<file path="src/rtl/alu_pkg.sv">
// Shared ALU definitions: op encoding, default datapath width
// and the two-state output-register control encoding.
package alu_pkg;

  localparam int unsigned ALU_WIDTH = 8;

  typedef enum logic [2:0] {
    OP_NAND = 3'b000,
    OP_AND  = 3'b001,
    OP_OR   = 3'b010,
    OP_NOR  = 3'b011,
    OP_XOR  = 3'b100,
    OP_XNOR = 3'b101,
    OP_NOTA = 3'b110,
    OP_ANDN = 3'b111
  } alu_op_e;

  typedef enum logic {
    ST_EMPTY = 1'b0,
    ST_FULL  = 1'b1
  } lu_state_e;

endpackage

</file>
<file path="src/rtl/logic_unit_reg_if.sv">
// Operand/result handshake bundle between operand decode,
// the logic unit and the ALU result mux.
interface logic_unit_reg_if
  import alu_pkg::*;
#(
  parameter int unsigned WIDTH = ALU_WIDTH,
  parameter int unsigned CNT_W = 16
) ();

  logic             in_valid;
  logic             in_ready;
  logic [WIDTH-1:0] a;
  logic [WIDTH-1:0] b;
  alu_op_e          op;
  logic             out_valid;
  logic             out_ready;
  logic [WIDTH-1:0] y;
  logic             zero;
  logic             ones;
  logic             parity;
  logic [CNT_W-1:0] done_cnt;

  modport master (
    output in_valid, a, b, op, out_ready,
    input  in_ready, out_valid, y,
    input  zero, ones, parity, done_cnt
  );

  modport slave (
    input  in_valid, a, b, op, out_ready,
    output in_ready, out_valid, y,
    output zero, ones, parity, done_cnt
  );

endinterface

</file>
<file path="src/rtl/logic_unit_reg_core.sv">
// Combinational bitwise op select plus result flags;
// no inter-bit dependency, so any WIDTH works unchanged.
module logic_core
  import alu_pkg::*;
#(
  parameter int unsigned WIDTH = ALU_WIDTH
) (
  input  logic [WIDTH-1:0] a_i,
  input  logic [WIDTH-1:0] b_i,
  input  alu_op_e          op_i,
  output logic [WIDTH-1:0] y_o,
  output logic             zero_o,
  output logic             ones_o,
  output logic             parity_o
);

  always_comb begin
    y_o = '0;
    unique case (op_i)
      OP_NAND: y_o = ~(a_i & b_i);
      OP_AND:  y_o = a_i & b_i;
      OP_OR:   y_o = a_i | b_i;
      OP_NOR:  y_o = ~(a_i | b_i);
      OP_XOR:  y_o = a_i ^ b_i;
      OP_XNOR: y_o = ~(a_i ^ b_i);
      OP_NOTA: y_o = ~a_i;
      OP_ANDN: y_o = a_i & ~b_i;
      default: y_o = '0;
    endcase
  end

  assign zero_o   = ~|y_o;
  assign ones_o   = &y_o;
  assign parity_o = ^y_o;

endmodule

</file>
<file path="src/rtl/logic_unit_reg.sv">
// Registered bitwise logic unit: one-deep result register
// behind a valid/ready handshake, plus a delivered-result count.
module logic_unit_reg
  import alu_pkg::*;
#(
  parameter int unsigned WIDTH = ALU_WIDTH,
  parameter int unsigned CNT_W = 16
) (
  input logic       clk,
  input logic       rst_n,
  logic_unit_reg_if.slave bus
);

  lu_state_e        state_q, state_d;
  logic [WIDTH-1:0] y_q, y_d;
  logic             zero_q, zero_d;
  logic             ones_q, ones_d;
  logic             par_q, par_d;
  logic [CNT_W-1:0] cnt_q;
  logic             accept;
  logic             deliver;

  logic_core #(.WIDTH(WIDTH)) u_core (
    .a_i      (bus.a),
    .b_i      (bus.b),
    .op_i     (bus.op),
    .y_o      (y_d),
    .zero_o   (zero_d),
    .ones_o   (ones_d),
    .parity_o (par_d)
  );

  // in_ready looks only at state and out_ready
  assign bus.in_ready = (state_q == ST_EMPTY) || bus.out_ready;
  assign accept  = bus.in_valid && bus.in_ready;
  assign deliver = (state_q == ST_FULL) && bus.out_ready;

  always_ff @(posedge clk or negedge rst_n) begin
    if (!rst_n) state_q <= ST_EMPTY;
    else        state_q <= state_d;
  end

  always_comb begin
    state_d = state_q;
    unique case (state_q)
      ST_EMPTY: if (accept) state_d = ST_FULL;
      ST_FULL:  if (deliver && !accept) state_d = ST_EMPTY;
      default:  state_d = ST_EMPTY;
    endcase
  end

  always_comb begin
    bus.out_valid = (state_q == ST_FULL);
    bus.y         = y_q;
    bus.zero      = zero_q;
    bus.ones      = ones_q;
    bus.parity    = par_q;
    bus.done_cnt  = cnt_q;
  end

  always_ff @(posedge clk or negedge rst_n) begin
    if (!rst_n) begin
      y_q    <= '0;
      zero_q <= 1'b1;
      ones_q <= 1'b0;
      par_q  <= 1'b0;
    end else if (accept) begin
      y_q    <= y_d;
      zero_q <= zero_d;
      ones_q <= ones_d;
      par_q  <= par_d;
    end
  end

  always_ff @(posedge clk or negedge rst_n) begin
    if (!rst_n)       cnt_q <= '0;
    else if (deliver) cnt_q <= cnt_q + CNT_W'(1);
  end

endmodule

</file>
<file path="src/flat_wrapper.sv">
// flat-port wrapper written by rule: the top's interface ports become plain ports
module logic_unit_reg_flat import alu_pkg::*;
#(
  parameter int unsigned WIDTH = ALU_WIDTH,
  parameter int unsigned CNT_W = 16
)
  (clk, rst_n, bus_in_valid, bus_a, bus_b, bus_op, bus_out_ready, bus_in_ready, bus_out_valid, bus_y, bus_zero, bus_ones, bus_parity, bus_done_cnt);
  logic_unit_reg_if #(.WIDTH(WIDTH), .CNT_W(CNT_W)) bus_i ();
  input logic clk;
  input logic rst_n;
  input wire logic [$bits(bus_i.in_valid)-1:0] bus_in_valid;
  input wire logic [$bits(bus_i.a)-1:0] bus_a;
  input wire logic [$bits(bus_i.b)-1:0] bus_b;
  input wire logic [$bits(bus_i.op)-1:0] bus_op;
  input wire logic [$bits(bus_i.out_ready)-1:0] bus_out_ready;
  output wire logic [$bits(bus_i.in_ready)-1:0] bus_in_ready;
  output wire logic [$bits(bus_i.out_valid)-1:0] bus_out_valid;
  output wire logic [$bits(bus_i.y)-1:0] bus_y;
  output wire logic [$bits(bus_i.zero)-1:0] bus_zero;
  output wire logic [$bits(bus_i.ones)-1:0] bus_ones;
  output wire logic [$bits(bus_i.parity)-1:0] bus_parity;
  output wire logic [$bits(bus_i.done_cnt)-1:0] bus_done_cnt;
  assign bus_i.in_valid = bus_in_valid;
  assign bus_i.a = bus_a;
  assign bus_i.b = bus_b;
  assign bus_i.op = bus_op;
  assign bus_i.out_ready = bus_out_ready;
  assign bus_in_ready = bus_i.in_ready;
  assign bus_out_valid = bus_i.out_valid;
  assign bus_y = bus_i.y;
  assign bus_zero = bus_i.zero;
  assign bus_ones = bus_i.ones;
  assign bus_parity = bus_i.parity;
  assign bus_done_cnt = bus_i.done_cnt;
  logic_unit_reg #(.WIDTH(WIDTH), .CNT_W(CNT_W)) u_core (.clk(clk), .rst_n(rst_n), .bus(bus_i));
endmodule
</file>
<file path="config.mk">
export PLATFORM = sky130hd
export DESIGN_NAME = logic_unit_reg_flat
export DESIGN_NICKNAME = d
export VERILOG_FILES = /design/src/rtl/alu_pkg.sv /design/src/rtl/logic_unit_reg_if.sv /design/src/rtl/logic_unit_reg_core.sv /design/src/rtl/logic_unit_reg.sv /design/src/flat_wrapper.sv
export SDC_FILE = /design/constraint.sdc
export NUM_CORES = 1
export LEC_CHECK = 0
export ABC_CLOCK_PERIOD_IN_PS = 2120
export CELL_PAD_IN_SITES_DETAIL_PLACEMENT = 2
export CELL_PAD_IN_SITES_GLOBAL_PLACEMENT = 2
export CORE_ASPECT_RATIO = 0.75
export CORE_MARGIN = 5
export CORE_UTILIZATION = 33
export DETAILED_ROUTE_END_ITERATION = 10
export PLACE_DENSITY_LB_ADDON = 0.1
export SYNTH_ARGS = -nofsm -noshare
export SYNTH_HDL_FRONTEND = slang
export SYNTH_SLANG_ARGS = --single-unit
</file>
<file path="constraint.sdc">
create_clock -name clk -period 2.12 [get_ports clk]
set_input_delay 0.53 -clock clk [delete_from_list [all_inputs] [get_ports clk]]
set_output_delay 0.53 -clock clk [all_outputs]
set_load 0.05 [all_outputs]
</file>
==> key figures <==
Drt
  – Metal1 wirelength: approximately 3700 um
  – Routed length on met2: approximately 5000 um
  – # DRC: 0
  – Met3 WL: roughly 380 um
  – Top layer in use: met4
  – DR vias/cell: between 5 and 6
  – Post-route ant nets: 0
  – Total number of vias: slightly above 2,000
  – Routed WL per cell: 22.8 um
  – DR iter-0 viols: 30
  – Final wirelength: 9330 um
  – Drt pass-1 iters: 4

Place
  – GPL Wtd Cong: around 0.76
  – Hpwl dp: 5460 um
  – Dpl ws: -1300 ps
  – IO Port Bufs: 51

Synth
  – Area leader, netlist: dfrtp_1
  – Synth top area share: 30.8%
  – Synth Warn #: 0
  – Sequential area share after synthesis: about a third
  – Ys flop type: dfrtp_1
  – Ys async rst share: 100%
  – Count leader, synth: ha_1
  – Syn_area_per_cell: ~10 um^2
  – Synthesized instance count: roughly 220
  – Main area contributors after synthesis: dfrtp_1 (31%), ha_1 (17%), xnor2_1 (7.2%), mux2_2 (5.1%), mux2i_1 (4.1%)
  – Post-synth EDFFs: 0
  – Flip-flop and latch count after synthesis: 28
  – Post-synth top cells: ha_1 (30), dfrtp_1 (27), inv_1 (23)
  – Mapped Nets: between 200 and 300
  – Synth Cell Area: around 2200 um^2
  – Synth cell types: 47

GRT
  – Largest net degree at the start of global routing: 29
  – First-pass GRT wire length: ~13,000 um
  – Total grt overflow: 0
  – Number of global-route vias before repair: 2,419
  – Initial antenna violation count: 0
  – Overall routing resource usage: ~20%

Pwr
  – Switching Fraction: approximately 44%
  – Internal power: 1390 uW
  – Pleak: 0.00176 uW
  – Clock group share of total power: between 10% and 20%
  – Sequential fraction of design power: a little over 30%
  – Comb power frac: between 50% and 60%
  – Peak supply drop: 0.575 mV
  – Pwr Total: roughly 2500 uW
  – Switch Pwr: around 1100 uW
  – Pwr dens: roughly 700 nW/um^2

Setup path
  – Worst Setup End Kind: flop
  – WP data arrival: roughly 2800 ps
  – Setup Crit Path Kind: input pin to flop
  – Setup crit start kind: input pin
  – WP data required: 2340 ps
  – CP max FO: 3

Floorplanning
  – Initial Util: between 30 and 40%
  – Core area: approximately 6400 um^2
  – Chip Height: around 80 um
  – Die area: 8410 um^2
  – IO Pins: 52
  – Die X: roughly 100 um
  – Core Rows: 25

Timing
  – Fin worst setup slack: -466 ps
  – Final hold vios: 0
  – Tightest Pin Transition: approximately 550 ps
  – Final Setup Violations: 4
  – Min Tclk post-route: about 2600 ps
  – Max Clk Rate: about 390 MHz
  – Max-slew violations: 0
  – Relative slew slack: 63.6%
  – TNS Setup: -728 ps
  – Final clock skew: 3.87 ps
  – Period utilization: 122%
  – RSZ-0062 raised after global routing: yes

Job
  – Max Cap Violations: 0

CTS
  – TritonCTS clock tree: built
  – Clock Path Buffers: 2
  – Root buffer cell: clkbuf_8
  – CTS buffer count: 3
  – H-Tree Level Count: 1
  – Total clock sinks: 28
  – Clk slew on worst S/H paths: about 90 ps
  – Worst-skew pair later-pin latency: roughly 290 ps

Finish
  – Fillers: 640
  – Diode count: 0
  – Final net count: between 300 and 400
  – Layout overhead on the synthesized area: 60.9%
  – Share of cells above drive strength 1: 45.4%

Outcome
  – Status: finished with violations
  – Violated checks: setup timing

Min path
  – Worst hold-check path type: flop to flop
[power groups by stage]
stage	clock network (uW)	registers (uW)	logic [uW]
after floorplan	0	1060	358
after global placement	0	738	1110
after detailed placement	0	746	1150
after CTS	347	736	1250
after global routing	378	763	1460
final	345	752	1390
[area by class of cell]
| cell class | count | area [um^2] | share of cell area, % |
|---|---|---|---|
| Tap cell | 81 | 101 | 2.87 |
| Multi-Input combinational cell | 160 | 1600 | 45.2 |
| Timing Repair Buffer | 113 | 980 | 27.7 |
| Sequential cell | 28 | 702 | 19.9 |
| Inverter | 23 | 101 | 2.87 |
| Clock buffer | 4 | 55.1 | 1.56 |
[kinds of logic (layout without fill, tap and decap cells)]
logic type	after synthesis	in the layout	synth area share, %
AND/OR/NAND/NOR	57	57	13.6
buffers and inverters	31	140	6.49
adder cells (fa/ha/maj)	30	30	17.1
XOR/XNOR	28	28	11.8
flip-flops	28	28	31.9
AO/OA/AOI/OAI	24	24	8.14
multiplexers	21	21	10.9
[worst paths after layout]
check,from,end,slack [ps],cells past startpoint
max in group asynchronous,rst_n,u_core.bus.zero$_DFFE_PN1P_,1180,2
hold reg to reg,u_core.bus.done_cnt[15]$_DFFE_PN0P_,u_core.bus.done_cnt[15]$_DFFE_PN0P_,470,1
setup / recovery,bus_a[4],u_core.bus.parity$_DFFE_PN0P_,-470,12
min in group asynchronous,rst_n,u_core.bus.done_cnt[11]$_DFFE_PN0P_,620,2
setup reg to reg,u_core.bus.done_cnt[0]$_DFFE_PN0P_,u_core.bus.done_cnt[14]$_DFFE_PN0P_,320,6
hold / removal,u_core.bus.done_cnt[15]$_DFFE_PN0P_,u_core.bus.done_cnt[15]$_DFFE_PN0P_,470,1
[per-layer routing]
metal,track usage [%],vias to the layer above
met5,0,-
met4,3.49,0
met3,4.10,18
met2,40.2,60
met1,22.2,1037
li1,-,958
[critical path: stages]
cell and delay (ps):
buf_8 80, inv_4 40, ha_4 280, nand2b_4 50
a32o_2 270, a221o_1 340, a22o_1 250, ha_4 310
xnor2_4 120, xnor2_2 140, xnor3_1 250, o21ai_1 130
[through the flow]
stage               util, %  hold slack (ps)  area, um^2  cells
global placement       49.7              456        3170    394
CTS                    53.5              481        3420    403
global route           55.4              507        3540    409
floorplan                 -              234        2230    219
detailed placement     49.7              459        3170    394
finish                 55.4              471        3540    409
[placed cells by master (no fill, tap or decap), types with 5 or more instances in the layout]
master	instances
dlymetal6s2s_1	5
clkdlybuf4s50_1	20
inv_1	8
inv_2	13
nand3_1	6
mux2i_1	7
xor2_1	8
nand2_1	16
ha_4	9
xnor2_1	16
nor2_1	9
ha_1	17
clkbuf_2	7
nand2b_1	5
mux2_2	7
dfrtp_1	27
buf_6	6
buf_4	62
[flip-flops by register name, summed over array words and instances, names as in the netlist]
name	flops
u_core.bus.done_cnt	16
u_core.bus.ones	1
u_core.bus.out_valid	1
u_core.bus.parity	1
u_core.bus.y	8
u_core.bus.zero	1
[what timing repair did]
action                     CTS  global route
setup buffers                5             6
hold buffers                 0             0
resized for setup           84            38
setup endpoints to repair   11            10
pin swaps                   18            10
(Power assumes the default switching activity.)
